===== src/rtl/display_scan_ctrl.sv =====
// Scan controller that time-multiplexes one 7-segment decoder over N_DIG common-anode digits.
// The displayed value changes only at frame boundaries through a shadow register.
module display_scan_ctrl #(
  parameter int N_DIG = 4,
  parameter int DIV   = 50000,
  parameter int BLANK = 16,
  parameter int LZB   = 1
) (
  input  logic               clk,
  input  logic               rst,
  input  logic [4*N_DIG-1:0] din,
  input  logic               neg,
  input  logic               load,
  output logic               pending,
  output logic [N_DIG-1:0]   an,
  output logic [4:0]         digit,
  output logic               sign,
  output logic               frame_tick
);

  localparam int DATA_W = 4 * N_DIG;
  localparam int CNT_W  = (DIV > 1) ? $clog2(DIV) : 1;
  localparam int IDX_W  = (N_DIG > 1) ? $clog2(N_DIG) : 1;

  localparam logic [CNT_W-1:0] CNT_LAST   = CNT_W'(DIV - 1);
  localparam logic [CNT_W-1:0] CNT_BLANK  = CNT_W'(BLANK);
  localparam logic [IDX_W-1:0] IDX_LAST   = IDX_W'(N_DIG - 1);
  localparam logic [4:0]       CODE_BLANK = 5'h10;

  typedef enum logic {S_BLANK, S_DRIVE} state_t;

  localparam state_t S_RESET = (BLANK > 0) ? S_BLANK : S_DRIVE;

  state_t             state, state_nxt;
  logic [CNT_W-1:0]   cnt, cnt_nxt;
  logic [IDX_W-1:0]   idx, idx_nxt;
  logic [DATA_W-1:0]  disp, shadow;
  logic               disp_neg, shadow_neg;
  logic               boundary;
  logic               lz_blank;
  logic [N_DIG-1:0]   an_nxt;
  logic [4:0]         digit_nxt;
  logic               sign_nxt;

  function automatic logic [3:0] nibble(input logic [DATA_W-1:0] v, input logic [IDX_W-1:0] i);
    logic [DATA_W-1:0] sh;
    sh = v >> {i, 2'b00};
    return sh[3:0];
  endfunction

  // True when nibble i and every more-significant nibble are zero.
  function automatic logic upper_zero(input logic [DATA_W-1:0] v, input logic [IDX_W-1:0] i);
    logic [DATA_W-1:0] sh;
    sh = v >> {i, 2'b00};
    return (sh == '0);
  endfunction

  // Slot/digit counters
  always_comb begin
    boundary = (idx == IDX_LAST) && (cnt == CNT_LAST);
    cnt_nxt  = cnt + CNT_W'(1);
    idx_nxt  = idx;
    if (cnt == CNT_LAST) begin
      cnt_nxt = '0;
      idx_nxt = (idx == IDX_LAST) ? '0 : idx + IDX_W'(1);
    end
  end

  always_ff @(posedge clk or posedge rst) begin
    if (rst) begin
      cnt   <= '0;
      idx   <= '0;
      state <= S_RESET;
    end else begin
      cnt   <= cnt_nxt;
      idx   <= idx_nxt;
      state <= state_nxt;
    end
  end

  // Next state follows the counter; outputs are decoded from the current slot position.
  always_comb begin
    state_nxt = ((BLANK > 0) && (cnt_nxt < CNT_BLANK)) ? S_BLANK : S_DRIVE;
    an_nxt    = '1;
    digit_nxt = CODE_BLANK;
    sign_nxt  = 1'b0;
    lz_blank  = (LZB != 0) && (idx != '0) && upper_zero(disp, idx);
    if (state == S_DRIVE && !lz_blank) begin
      an_nxt[idx] = 1'b0;
      digit_nxt   = {1'b0, nibble(disp, idx)};
      sign_nxt    = (idx == IDX_LAST) && disp_neg;
    end
  end

  // Output register stage
  always_ff @(posedge clk or posedge rst) begin
    if (rst) begin
      an         <= '1;
      digit      <= CODE_BLANK;
      sign       <= 1'b0;
      frame_tick <= 1'b0;
    end else begin
      an         <= an_nxt;
      digit      <= digit_nxt;
      sign       <= sign_nxt;
      frame_tick <= boundary;
    end
  end

  // A load coinciding with the boundary bypasses the shadow so it is shown in the new frame.
  always_ff @(posedge clk or posedge rst) begin
    if (rst) begin
      disp       <= '0;
      disp_neg   <= 1'b0;
      shadow     <= '0;
      shadow_neg <= 1'b0;
      pending    <= 1'b0;
    end else if (boundary && load) begin
      disp       <= din;
      disp_neg   <= neg;
      shadow     <= din;
      shadow_neg <= neg;
      pending    <= 1'b0;
    end else if (boundary && pending) begin
      disp     <= shadow;
      disp_neg <= shadow_neg;
      pending  <= 1'b0;
    end else if (load) begin
      shadow     <= din;
      shadow_neg <= neg;
      pending    <= 1'b1;
    end
  end

endmodule


===== config.mk =====
export PLATFORM = sky130hd
export DESIGN_NAME = display_scan_ctrl
export DESIGN_NICKNAME = d
export VERILOG_FILES = /design/src/rtl/display_scan_ctrl.sv
export SDC_FILE = /design/constraint.sdc
export NUM_CORES = 1
export LEC_CHECK = 0
export CORE_AREA = 3 3 76 78
export DETAILED_ROUTE_END_ITERATION = 8
export DIE_AREA = 0 0 79 81
export MAX_ROUTING_LAYER = met4
export PLACE_DENSITY = 0.85
export SLEW_MARGIN = 20
export SYNTH_ARGS = -nofsm -noshare
export SYNTH_HDL_FRONTEND = slang
export SYNTH_SLANG_ARGS = --single-unit

===== constraint.sdc =====
create_clock -name clk -period 3.25 [get_ports clk]
set_clock_uncertainty 0.1 [all_clocks]
set_input_delay 0.65 -clock clk [delete_from_list [all_inputs] [get_ports clk]]
set_output_delay 0.65 -clock clk [all_outputs]
set_load 0.01 [all_outputs]

Word-level counts from Yosys, hierarchy flattened
Index checks and enable logic that the tools add are counted.
W data, S select, Z words.
{"block": "op_classes", "n_addsub": 2, "order_cmp": 3, "n_eq_ne": 3, "shifts": 1, "mux": 21, "bitwise_logic": 1, "n_reduce_logical": 14}
{"operator": "$mux W16", "count": 6}
{"operator": "$add A16 B1 Y16 const B", "count": 1}
{"operator": "$eq A16 B16 Y1 const B", "count": 1}
{"operator": "$logic_not A16 Y1", "count": 1}
{"operator": "$lt A16 B5 Y1 const B", "count": 1}
{"operator": "$shr A16 B4 Y16", "count": 1}
{"operator": "$mux W1", "count": 11}
{"operator": "$logic_and A1 B1 Y1", "count": 7}
{"operator": "$reduce_bool A2 Y1", "count": 3}
{"operator": "$mux W5", "count": 1}
{"operator": "$mux W4", "count": 1}
{"operator": "$not A4 Y4", "count": 1}
{"operator": "$lt A2 B3 Y1 const B", "count": 1}
{"operator": "$reduce_bool A3 Y1", "count": 1}
{"operator": "$add A2 B1 Y2 const B", "count": 1}
{"operator": "$demux W1 S2", "count": 1}
{"operator": "$eq A2 B2 Y1 const B", "count": 1}
{"operator": "$ge A2 B1 Y1 const B", "count": 1}
{"operator": "$mux W2", "count": 1}
{"operator": "$ne A2 B2 Y1 const B", "count": 1}
{"operator": "$reduce_and A2 Y1", "count": 1}
{"operator": "$logic_not A1 Y1", "count": 1}
{"block": "word_totals", "regBits": 65, "inputBits": 20, "out_inout_bits": 12}

Logic depth before layout (Yosys ltp)
Gate-level depths: netlist of run 1.
{"block": "logic_depth", "depth_word": 6, "depth_mapped": 8, "depth_no_buf": 7}

Least setup slack after synthesis of run 1
Ideal clock, no wire load.
{"block": "synth_timing", "path_type": "register to register", "start": "reg idx[1]", "end": "reg sign", "setup_time_ns": 0.120, "arrival_time_ns": 2.009, "required_ns": 3.030, "slack_ns": 1.021, "path_stages_with_launch": 6, "path_buffers": 1, "synth_period_minus_slack_ns": 2.229, "path_cell_list": "dfrtp_1 -> buf_6 -> mux4_2 -> a2111o_1 -> o41a_1 -> and3_1"}
{"block": "synth_between", "elab_chain_cells": 6, "word_cells_on_any_way": 9}
{"item": "start: declaration", "line_no": "36", "rtl": "logic [IDX_W-1:0] idx, idx_nxt;"}
{"item": "start signal: assignment", "line_no": "76", "rtl": "idx <= idx_nxt;"}
{"item": "$shr A16 B4 Y16"}
{"item": "$logic_not A16 Y1", "line_no": "55", "rtl": "return (sh == '0);"}
{"item": "$logic_and A1 B1 Y1", "line_no": "87", "rtl": "lz_blank = (LZB != 0) && (idx != '0) && upper_zero(disp, idx);"}
{"item": "$logic_not A1 Y1", "line_no": "88", "rtl": "if (state == S_DRIVE && !lz_blank) begin"}
{"item": "$logic_and A1 B1 Y1", "line_no": "88"}
{"item": "$mux W1 (*)", "line_no": "88"}
{"item": "via sign_nxt", "line_no": "43", "rtl": "logic sign_nxt;"}
{"item": "end signal: assignment", "line_no": "105", "rtl": "sign <= sign_nxt;"}
{"item": "end: declaration", "line_no": "17", "rtl": "output logic sign,"}
Mark *: on every way through the listed nets, which the timed path passes. The rest lies on a longest branch.
A chain may end at the register's enable or synchronous reset.

Final worst setup path of run 1
Ends and elaborated chain as after synthesis.

==> flow_summary.ini, run 1 <==
[placement]
place_ws_ns = 0.845
place_congestion = 0.900
dp_hpwl_mm = 4.24
port_buffers = 31

[yosys]
yosys.area.top_type = dfrtp_1
synth_compound_area_share_pct = 5.61
synth_common_cells = 60 x dfrtp_1, 32 x nor2_1, 18 x mux2_2, 15 x a21oi_1, 15 x nand2b_1
syn_area_mm2 = 0.00304
synth_ff_type = dfrtp_1
ys_seq_area_share_pct = 53.8
synth-edff-count = 0
ys_ff_latch = 65
synthSimpleGateAreaFrac_pct = 17.0
syn_nets = 296
muxShareOfSynthArea_pct = 14.3
yosys.cell_count.top_type = dfrtp_1
yosysUniqueCellTypes = 38
synth_top_area_share_pct = 49.5
postSynthCellCount = 271
synth_fa_ha_area_share_pct = 2.06
yosys_warnings = 0
syn_area_per_cell_um2 = 11.2
synth_area_leaders = dfrtp_1 49%, mux2_2 6.7%, mux2i_1 4.6%
synth-xor-area-share_pct = 4.33
synthArstFlopShare_pct = 100
synth_top_family_by_area = simple AND/OR/NAND/NOR gates

[timing]
rsz0062_at_grt = no
drv_slew = 0
setup_tns_ns = 0
fmax_mhz = 413
setup_viol = 0
setup_ws_ns = 0.829
tightest_slew_ns = 0.847
fin_crit_sh_pct = 74.5
fin_crit_ns = 2.42
hold_violations = 0
relSlewSlack_pct = 43.0

[pwr]
ir_drop_mv = 0.277
p_clk_share_pct = 40.7
intPower_mw = 1.25
leakage_nw = 1.65
switchingPower_mw = 0.343
swShare_pct = 21.6
pwr-share-seq_pct = 52.7
pwr_density_cell_mw_per_mm2 = 442
pwr-share-comb_pct = 6.6

[setup_path]
path_delay_family = compound AO/OA/AOI/OAI gates
path_cells = mux4_2, a2111o_1, o41a_1, and3_1
slowest_stage = mux4_2
cp_data_required_time_ns = 3.37
cp-end-kind = flip-flop
startpoint_type = flip-flop
max_stage_delay_ns = 0.57
crit_type = flip-flop to flip-flop
arrival_ns = 2.54
worstPathMaxFanout = 8
critical_path_buf_inv_count = 0

[cts]
postCtsSetupBuffers = 0
clock_latency_ns = 0.34
clk_pin_slew_ns = 0.07
hold_buffers = 0
cts_buffers = 9
post_cts_resized = 0
cts_max_level = 3
clock_path_buffers = 2
root_buffer = clkbuf_8
cts_tree = done
clock-sinks = 65

[floorplanning]
die-area_mm2 = 0.00640
core_mm2 = 0.00514
initial_core_util_pct = 59.1
die_y_um = 81
pin_count = 32
num_rows = 26
die_x_um = 79

[global_route]
overflow = 0
antenna_found_initial = 0
grt_pass1_wl_mm = 10.1
grt_max_degree = 33
grt_use_total_pct = 21.6
grt_pass1_vias = 2089

[route]
drc = 0
first_pass_iters = 4
vias = 2125
wl_per_cell_um = 15.7
drt_iter0_markers = 204
vias_per_cell = 5.61
drt_wl_total_mm = 5.96
ant_nets = 0

[finish]
drive_above_1_share_pct = 15.5
layout.nets = 329
nFillCells = 392
diodes = 0
synthToLayoutAreaGrowth_pct = 18.5

[run]
drv_cap = 0

[status]
status = complete, no violations

[hold_path]
hp-class = flip-flop to flip-flop
[placed cells by master, fill, tap and decap left out, drive strengths merged]
cell type      count
dfrtp             60
nor2              32
clkdlybuf4s50     31
mux2              18
nand2b            15
a21oi             15
mux2i             14
clkbuf            14
nand3             13
nand2             12
xnor2              9
and2               6
xor2               6
inv                6
nor4               5
o21ai              5
ha                 5
dfstp              5
buf                5
nor3               4
mux4               4
and3               3
a31oi              3
or3                2
nor4bb             2
o31ai              2
or4                2
clkinv             2
and3b              1
nor2b              1
nand4              1
o22ai              1
a2111o             1
o41a               1
a21boi             1
and4               1
nand3b             1
[cells by family (layout without fill, tap and decap cells)]
kind of cell,after synthesis,count (layout)
flops,65,65
buf+inv,20,58
mux,36,36
compound gates,29,29
simple gates,101,101
xor+xnor,15,15
fa+ha+maj,5,5
[power by group through the flow]
stage	Clock, mW	Sequential, mW	Combinational, mW
6_report	0.647	0.838	0.105
3_3_place_gp	0	0.851	0.103
3_5_place_dp	0	0.853	0.107
2_1_floorplan	0	0.850	0.0664
4_1_cts	0.660	0.838	0.107
5_1_grt	0.698	0.840	0.116
[path summary, 6_finish.rpt]
path	to	slack [ns]	from	cells past startpoint
max in group asynchronous	an[2]	1.97	rst	3
min in group asynchronous	shadow[9]	0.42	rst	2
max	sign	0.83	idx[1]	4
min reg2reg	an[0]	0.39	state	1
max reg2reg	sign	0.83	idx[1]	4
min	an[0]	0.39	state	1
[cell type report]
cell class	count	area, um2	area share [%]
flip-flops and latches	65	1630	45.4
multi-input cells	186	1310	36.5
repair buffers	36	348	9.67
clock buffers	14	183	5.08
well taps	70	87.6	2.43
inverters	6	22.5	0.626
clock inverters	2	10.0	0.278
[metrics by stage]
step / cell area [um2] / std cells / hold WS, ns / util (%) / total power [mW]
2_1_floorplan: 3040 / 271 / 0.310 / - / 0.917
3_3_place_gp: 3400 / 363 / 0.348 / 66.2 / 0.954
3_5_place_dp: 3400 / 363 / 0.354 / 66.2 / 0.960
4_1_cts: 3600 / 379 / 0.378 / 70.0 / 1.61
5_1_grt: 3600 / 379 / 0.391 / 70.0 / 1.65
6_report: 3600 / 379 / 0.386 / 70.0 / 1.59
[layer usage]
metal	up-vias	global-route usage (%)	wire, um
met5	-	-	0
met2	84	32.4	2880
met4	0	11.3	131
met1	1021	27.9	2560
met3	13	4.32	381
li1	1007	-	-
[state kept, by name (all words and copies together), names as in the netlist]
| name | count |
|---|---|
| an | 4 |
| cnt | 16 |
| digit | 5 |
| disp | 16 |
| disp_neg | 1 |
| frame_tick | 1 |
| idx | 2 |
| pending | 1 |
| shadow | 16 |
| shadow_neg | 1 |
| sign | 1 |
| state | 1 |
No activity file was read; power rests on OpenSTA's default activity.
==> inputs of run 2 (changes only) <==
CORE_AREA = 3 3 82 84   (was 3 3 76 78)
DIE_AREA = 0 0 85 87   (was 0 0 79 81)
PLACE_DENSITY = 0.78   (was 0.85)
clock period = 2.1 ns   (was 3.25 ns; I/O delays follow)
==> run 2 against run 1 <==
Net effect:
- the flow now finishes with violations (negative setup slack)
- register-to-register slack got worse by 0.84 ns
- total power increased by 54%
- non-clock buffer count increased by 30
- first-iteration DRC count decreased by 40%
- sequential share of layout area decreased by 3.5 points
- cell count increased by 9.2%
- highest routed layer unchanged
==> flow_summary.ini, run 2 (synthesis results as in run 1) <==
[timing]
setup_viol = 1
tightest_slew_ns = 0.396
rsz0062_at_grt = yes
setup_ws_ns = -0.00670
fmax_mhz = 475
fin_crit_sh_pct = 100
fin_crit_ns = 2.11
relSlewSlack_pct = 73.6
hold_violations = 0
drv_slew = 0

[global_route]
use_met1_pct = 23.7
grt.busiest_layer = met2
grt_pass1_wl_mm = 10.3
use_met2_pct = 28.6
overflow = 0
grt_use_met3_pct = 3.12
antenna_found_initial = 0
grt_pass1_vias = 2196
grt_max_degree = 66
grt_use_total_pct = 18.5

[pwr]
total_power_mw = 2.45
intPower_mw = 1.92
pwr-share-comb_pct = 6.8
ir_drop_mv = 0.381
pwr_density_cell_mw_per_mm2 = 630
swShare_pct = 21.6
leakage_nw = 1.80
p_clk_share_pct = 40.4
switchingPower_mw = 0.531
pwr-share-seq_pct = 52.8

[route]
vias_per_cell = 5.41
first_pass_iters = 4
drt_wl_total_mm = 6.09
drc = 0
wl_per_cell_um = 14.7
vias = 2238
ant_nets = 0
drt_iter0_markers = 122

[cts]
cts_max_level = 3
clk_pin_slew_ns = 0.07
cts_tree = done
cts_buffers = 9
clock-sinks = 65
clock_path_buffers = 2
hold_buffers = 0
clock_latency_ns = 0.33
root_buffer = clkbuf_8

[finish]
nFillCells = 444
layout_commonest_cell = dfrtp_1
layout.nets = 359
drive_above_1_share_pct = 25.4
final_area_mm2 = 0.00390
layout_common_cells = 60 x dfrtp_1, 32 x buf_4, 31 x nor2_1, 31 x clkdlybuf4s50_1, 18 x mux2_2
top_regs = cnt (16), disp (16), shadow (16)
synthToLayoutAreaGrowth_pct = 28.4
diodes = 0

[floorplanning]
pin_count = 32
die-area_mm2 = 0.00740
die_y_um = 87
die_x_um = 85
num_rows = 28
core_mm2 = 0.00599
initial_core_util_pct = 50.7

[placement]
dp_hpwl_mm = 4.31
place_area_mm2 = 0.00364
port_buffers = 31
place_congestion = 0.910

[setup_path]
crit_type = flip-flop to flip-flop
cp_data_required_time_ns = 2.21
worstPathMaxFanout = 3
cp-end-kind = flip-flop
slowest_stage = or4_4
max_stage_delay_ns = 0.55
path_cells = or4_4, a2111o_1, o41a_1, and3_1
arrival_ns = 2.22
startpoint_type = flip-flop

[status]
violations = negative setup slack
status = finished with violations

[run]
drv_cap = 0

[hold_path]
hp-class = flip-flop to flip-flop
[run 2: changes by cell type in the layout (fill, tap and decap cells not counted), moves of 2 or more]
cell      change
buf_12        +2
buf_4        +27
clkbuf_1      +2
clkbuf_8      -4
nor3_1        -2
nor3_2        +2
nor4_1        -2
nor4_2        +2
[run 2: final timing paths]
check / from / endpoint / slack, ns / cells after the start
worst max register to register: disp[11] / sign / -0.007 / 4
min in group asynchronous: rst / cnt[2] / 0.42 / 3
worst min-delay path: state / an[0] / 0.37 / 1
worst min register to register: state / an[0] / 0.37 / 1
worst max-delay path: disp[11] / sign / -0.007 / 4
max in group asynchronous: rst / an[2] / 1.18 / 3
[run 2: critical path: cells and delay by family (launching register included)]
family	cells	cell delay (ns)
DFF	1	0.38
AOI/OAI and AO/OA	2	0.75
and+or+nand+nor	2	0.75
[run 2: power by group through the flow]
stage               combinational [mW]  clock [mW]  sequential, mW
global placement                 0.166           0            1.32
floorplan                        0.103           0            1.32
finish                           0.166       0.991            1.30
CTS                              0.170        1.01            1.30
global route                     0.184        1.08            1.30
detailed placement               0.170           0            1.32
[run 2: timing repair]
action                     4_1_cts  5_1_grt
pin swaps                        0        2
gates cloned                     0        0
buffers inserted                 0        3
setup endpoints to repair       11       27
resized for setup                3        8
[run 2: layout make-up]
type                            count  area (um2)  share of cell area (%)
Sequential cell                    65        1630                    41.9
Multi-Input combinational cell    186        1360                    34.9
Timing Repair Buffer               66         602                    15.4
Clock buffer                       12         135                    3.47
Tap cell                           75        93.8                    2.41
Clock inverter                      4        45.0                    1.16
Inverter                            6        26.3                   0.674
[run 2: per-stage QoR]
stage	cells	setup TNS, ns	utilization, %	setup WS, ns	hold slack (ns)
final	414	-0.00670	65.0	-0.00670	0.368
after detailed placement	395	-0.00212	60.8	-0.00212	0.370
after CTS	411	0	64.0	0.00748	0.372
after floorplan	271	-0.0362	-	-0.0362	0.310
after global routing	414	-0.469	65.0	-0.0423	0.415
after global placement	395	0	60.8	0.0479	0.361
[run 2: layer usage]
metal,vias to the layer above,share of wire [%]
li1,1064,-
met1,1103,44
met2,63,50
met3,8,4.2
met4,0,1.8
met5,-,0
